[src/rtl/fetch_queue_pkg.sv]
// Shared types and defaults for the fetch-to-decode instruction queue.
package fetch_queue_pkg;

   localparam int unsigned FETCH_QUEUE_DEPTH      = 4;
   localparam int unsigned FETCH_QUEUE_PC_WIDTH   = 32;
   localparam int unsigned FETCH_QUEUE_DATA_WIDTH = 32;

   // Field names follow the fetch_to_decode_t stage link so entries map across directly.
   typedef struct packed {
      logic [FETCH_QUEUE_PC_WIDTH-1:0]   pc;
      logic [FETCH_QUEUE_DATA_WIDTH-1:0] instr;
   } fetch_queue_entry_t;

endpackage

[src/rtl/fetch_queue_ptr.sv]
// Wrap-bit queue pointer: the MSB toggles each time the index passes DEPTH-1.
module fetch_queue_ptr #(
   parameter int unsigned WIDTH = 3
) (
   input  logic             clk,
   input  logic             rst,
   input  logic             inc,
   input  logic             load,
   input  logic [WIDTH-1:0] load_value,
   output logic [WIDTH-1:0] ptr
);

   always_ff @(posedge clk or posedge rst) begin
      if (rst) begin
         ptr <= '0;
      end else if (load) begin
         ptr <= load_value;
      end else if (inc) begin
         ptr <= ptr + 1'b1;
      end
   end

endmodule

[src/rtl/fetch_queue.sv]
// Decoupling {pc, instr} queue between fetch and decode, flushed on a taken branch.
// Optional same-cycle empty-queue bypass: define FETCH_QUEUE_BYPASS_EN.
module fetch_queue
   import fetch_queue_pkg::*;
#(
   parameter int unsigned DEPTH      = FETCH_QUEUE_DEPTH,
   parameter int unsigned DATA_WIDTH = FETCH_QUEUE_DATA_WIDTH,
   parameter int unsigned PC_WIDTH   = FETCH_QUEUE_PC_WIDTH
) (
   input  logic                     clk,
   input  logic                     rst,
   input  logic                     flush,
   input  logic                     in_valid,
   output logic                     in_ready,
   input  logic [PC_WIDTH-1:0]      in_pc,
   input  logic [DATA_WIDTH-1:0]    in_instr,
   output logic                     out_valid,
   input  logic                     out_ready,
   output logic [PC_WIDTH-1:0]      out_pc,
   output logic [DATA_WIDTH-1:0]    out_instr,
   output logic [$clog2(DEPTH):0]   count
);

   localparam int unsigned AW = $clog2(DEPTH);
   localparam int unsigned PW = AW + 1;
   localparam int unsigned EW = PC_WIDTH + DATA_WIDTH;

   logic [PW-1:0] wr_ptr;
   logic [PW-1:0] rd_ptr;
   logic [EW-1:0] mem [DEPTH];
   logic [EW-1:0] head;
   logic          empty;
   logic          full;
   logic          bypass;
   logic          push;
   logic          pop;

   assign empty    = (wr_ptr == rd_ptr);
   assign full     = (wr_ptr[AW-1:0] == rd_ptr[AW-1:0]) && (wr_ptr[AW] != rd_ptr[AW]);
   assign in_ready = !full;
   assign count    = wr_ptr - rd_ptr;
   assign head     = mem[rd_ptr[AW-1:0]];

`ifdef FETCH_QUEUE_BYPASS_EN
   assign bypass = empty && in_valid && !flush;
`else
   assign bypass = 1'b0;
`endif

   // A bypassed entry taken by decode in the same cycle is never stored.
   assign push = in_valid && in_ready && !flush && !(bypass && out_ready);
   assign pop  = !empty && out_ready && !flush;

   always_comb begin
      out_valid = 1'b0;
      out_pc    = '0;
      out_instr = '0;
      if (!empty) begin
         out_valid = 1'b1;
         out_pc    = head[EW-1:DATA_WIDTH];
         out_instr = head[DATA_WIDTH-1:0];
      end else if (bypass) begin
         out_valid = 1'b1;
         out_pc    = in_pc;
         out_instr = in_instr;
      end
   end

   always_ff @(posedge clk) begin
      if (push) begin
         mem[wr_ptr[AW-1:0]] <= {in_pc, in_instr};
      end
   end

   // Flush snaps the write pointer onto the read pointer, emptying the queue.
   fetch_queue_ptr #(
      .WIDTH (PW)
   ) u_wr_ptr (
      .clk        (clk),
      .rst        (rst),
      .inc        (push),
      .load       (flush),
      .load_value (rd_ptr),
      .ptr        (wr_ptr)
   );

   fetch_queue_ptr #(
      .WIDTH (PW)
   ) u_rd_ptr (
      .clk        (clk),
      .rst        (rst),
      .inc        (pop),
      .load       (1'b0),
      .load_value ({PW{1'b0}}),
      .ptr        (rd_ptr)
   );

`ifndef SYNTHESIS
   a_no_push_full : assert property (@(posedge clk) disable iff (rst) !(push && full));
   a_count_max    : assert property (@(posedge clk) disable iff (rst) count <= PW'(DEPTH));
   a_out_stable   : assert property (@(posedge clk) disable iff (rst)
      (out_valid && !out_ready && !flush) |=> ($stable(out_pc) && $stable(out_instr)));
`endif

endmodule

[config.mk]
export PLATFORM = sky130hd
export DESIGN_NAME = fetch_queue
export DESIGN_NICKNAME = d
export VERILOG_FILES = /design/src/rtl/fetch_queue_pkg.sv /design/src/rtl/fetch_queue_ptr.sv /design/src/rtl/fetch_queue.sv
export SDC_FILE = /design/constraint.sdc
export NUM_CORES = 1
export LEC_CHECK = 0
export CORE_ASPECT_RATIO = 0.8
export CORE_MARGIN = 5
export CORE_UTILIZATION = 35
export DETAILED_ROUTE_END_ITERATION = 10
export GPL_TIMING_DRIVEN = 0
export PLACE_DENSITY = 0.54
export SLEW_MARGIN = 20
export SYNTH_ARGS = -nofsm -noshare
export SYNTH_HDL_FRONTEND = slang
export SYNTH_SLANG_ARGS = --single-unit
[constraint.sdc]
create_clock -name clk -period 3.9 [get_ports clk]
set_clock_uncertainty 0.15 [all_clocks]
set_input_delay 0.975 -clock clk [delete_from_list [all_inputs] [get_ports clk]]
set_output_delay 0.975 -clock clk [all_outputs]
set_load 0.02 [all_outputs]
==> out/results.ini <==
[routing]
route.detailed.vias_per_inst = 4.77
vias = 4932
route.antenna.remaining_nets = 0
detail_route.wirelength_um = 21200
drt_first_pass_iters = 4
drt_drc_violations_left = 0
drt_iter0_drc = 187
post_detailed_route_wirelength_per_cell_um = 20.5

[die]
io_pins = 138
floorplan.initialDensity_pct = 35.2
core_region_area_um2 = 29100
placement_rows = 56
die_width_um = 201
die_height_um = 163
floorplan.die_area_um2 = 32800

[placed_design]
placedCellCount = 981
dp_hpwl_um = 13000
port-buffer-count = 136
post_placement_setup_slack_ns = -0.502
place_congestion = 0.772
area_of_placed_instances_um2 = 12200

[yosys]
synth.distinct_cells = 29
synthesis.yosys.warnings = 0
post_synth_main_area_contributors = sky130_fd_sc_hd__edfxtp_1, sky130_fd_sc_hd__mux4_2, sky130_fd_sc_hd__nor2b_1
syn_nets = 541
yosysTopAreaCell = sky130_fd_sc_hd__edfxtp_1
synth_seq_cells = 262
post_synth_instance_area_um2 = 10200
syn_area_per_cell_um2 = 22.0
seq_area_frac_synth_pct = 76.7
netlist_instances = 464
synth.top_cell.area_share_pct = 75.2

[setup_path]
arrival_ns = 2.65
crit_slowest_cell = sky130_fd_sc_hd__dfrtp_2
crit_path_max_incr_delay_ns = 0.42
cp.buffers_inverters = 6
path_cells = buf_8 -> buf_8 -> inv_1 -> ha_4 -> nand2_4 -> nor2_4 -> buf_6 -> buf_6 -> nor2b_1 -> dlygate4sd2_1
worst_setup_path_end_kind = output port
largest_delay_share_family_worst_path = buffers and inverters
worst-path-max-fanout = 10
cp-start-kind = flip-flop
timing_worst_setup_path_type = reg2out
crit_required_ns = 2.77

[global_route]
gr-usage-met1_pct = 16.5
grt_most_used_layer = met2
grt_first_pass_wirelength_um = 32800
grt_start_max_net_pins = 40
met3_capacity_usage_during_global_routing_pct = 3.21
groute.usage.overall_pct = 12.9
grt_antenna_before_repair = 1
grt_remaining_overflow = 0
first_global_vias = 5637
grt_util_met2_pct = 22.7

[finish]
finalInstanceArea_um2 = 13100
layout-drive-gt1-share_pct = 21.3
final_net_count = 713
finalNonFillerCells = 1034
final_cell_mix = sky130_fd_sc_hd__edfxtp_1, sky130_fd_sc_hd__clkdlybuf4s50_1, sky130_fd_sc_hd__nor2b_1, sky130_fd_sc_hd__mux4_2, sky130_fd_sc_hd__dlygate4sd2_1
commonest_non_fill_non_tap_cell_in_the_layout = sky130_fd_sc_hd__edfxtp_1
layout_stage_area_growth_over_the_synthesis_result_pct = 27.8

[sta]
timing.final.crit_period_ns = 3.77
hold_viol = 0
worst_pin_slew_ns = 0.702
rsz0062_at_grt = yes
final_critical_path_setup_slack_ns = 0.130
finalCritPeriodShare_pct = 96.7
setup-violations-final = 0
relSlewSlack_pct = 53.2
report.final.slew_viol_count = 0
maxClockFrequency_mhz = 265

[cts]
clock_sinks = 262
cts_max_path_buffers = 3
h-tree-depth = 1
clkTransAtPathRegs_ns = 0.05
cts_tree = yes
insertion_delay_of_the_later_clocked_pin_in_the_worst_skew_pair_ns = 0.53
clock_tree.root_cell = sky130_fd_sc_hd__clkbuf_16
cts_inserted_buffers = 28

[power]
power.static_leakage_uw = 0.00438
vdd_drop_max_mv = 0.380
power_per_cell_area_nw_per_um2 = 806

[run]
maxCapViolations = 0

[run_status]
run_status = completed

[worst_hold_path]
holdCritPathClass = reg2reg

-- state kept, by name, summed over array words and instances (netlist names) --
signal,count
mem,256
u_rd_ptr.ptr,3
u_wr_ptr.ptr,3
-- logic make-up (layout without fill, tap and decap cells) --
group                      count (synthesis)  in the layout  share of synthesized area (%)
AOI/OAI and AO/OA                         11             11                          0.649
DFF                                      262            262                           76.7
adders and majority gates                  8              8                           1.05
other                                      0              1                              0
xor gates and xnor gates                   5              5                          0.502
buffers and inverters                     29            221                           1.92
muxes                                     65             65                           14.2
and+or+nand+nor                           84             84                           5.02
-- synth_stat cells --
master,instances
sky130_fd_sc_hd__a211o_1,1
sky130_fd_sc_hd__a21oi_1,5
sky130_fd_sc_hd__and2_1,5
sky130_fd_sc_hd__and2b_1,1
sky130_fd_sc_hd__and3_1,1
sky130_fd_sc_hd__buf_2,7
sky130_fd_sc_hd__buf_4,1
sky130_fd_sc_hd__buf_6,10
sky130_fd_sc_hd__clkbuf_1,4
sky130_fd_sc_hd__dfrtp_1,6
sky130_fd_sc_hd__edfxtp_1,256
sky130_fd_sc_hd__fa_1,1
sky130_fd_sc_hd__ha_1,7
sky130_fd_sc_hd__inv_1,7
sky130_fd_sc_hd__mux2_2,1
sky130_fd_sc_hd__mux4_2,64
sky130_fd_sc_hd__nand2_1,5
sky130_fd_sc_hd__nand2b_1,1
sky130_fd_sc_hd__nand3_1,2
sky130_fd_sc_hd__nor2_1,1
sky130_fd_sc_hd__nor2b_1,65
sky130_fd_sc_hd__nor3b_1,2
sky130_fd_sc_hd__o211ai_1,1
sky130_fd_sc_hd__o21ai_0,2
sky130_fd_sc_hd__o22ai_1,1
sky130_fd_sc_hd__o31a_1,1
sky130_fd_sc_hd__or4_1,1
sky130_fd_sc_hd__xnor2_1,4
sky130_fd_sc_hd__xor2_2,1
-- path summary, 6_finish.rpt --
kind                                    to       startpoint  slack (ns)  depth (start not counted)
max in group asynchronous  u_rd_ptr.ptr[1]              rst        2.82                          2
min in group asynchronous  u_wr_ptr.ptr[2]              rst        0.55                          2
setup / recovery                out_pc[10]  u_rd_ptr.ptr[1]        0.13                         10
hold reg to reg            u_rd_ptr.ptr[2]  u_rd_ptr.ptr[2]        0.47                          1
setup reg to reg                mem[3][62]  u_rd_ptr.ptr[1]        0.98                          8
hold / removal             u_rd_ptr.ptr[2]  u_rd_ptr.ptr[2]        0.47                          1
-- timing repair --
item	in CTS	in global routing
pin swaps	1	1
cloned	1	0
setup buffers	1	0
setup endpoints to repair	66	28
resized for setup	93	0
hold buffers	0	0
-- report_power, final --
group | total [µW] | leakage (µW) | switching, µW | internal [µW]
logic | 4460 | 0.00157 | 2470 | 1990
registers | 3580 | 0.00239 | 112 | 3470
clock network | 2490 | 0.000422 | 1010 | 1490
-- routing by layer --
layer  routed length, µm  part of all wire, %
met1                8860                   42
met2               10700                   50
met3                1160                  5.5
met4                 470                  2.2
met5                  12                0.057
-- stage by stage --
stage / hold WS (ns) / utilization (%) / power (µW) / setup TNS [ns]
final: 0.467 / 44.9 / 10500 / 0
after global routing: 0.503 / 44.9 / 11100 / -0.0139
after global placement: 0.444 / 41.5 / 8450 / -445.78
after CTS: 0.468 / 44.9 / 10800 / 0
after detailed placement: 0.460 / 41.9 / 8510 / -20.55
after floorplan: 0.412 / - / 6400 / 0
-- layout make-up --
class,count,area [µm²]
clock buffers,37,756
flip-flops and latches,262,7840
well taps,377,472
repair buffers,142,1420
multi-input cells,173,2230
clock inverters,13,116
inverters,7,26.3
fillers,2518,16000
plain buffers,22,200
diodes,1,2.50
Power figures use the tool's default switching activity.
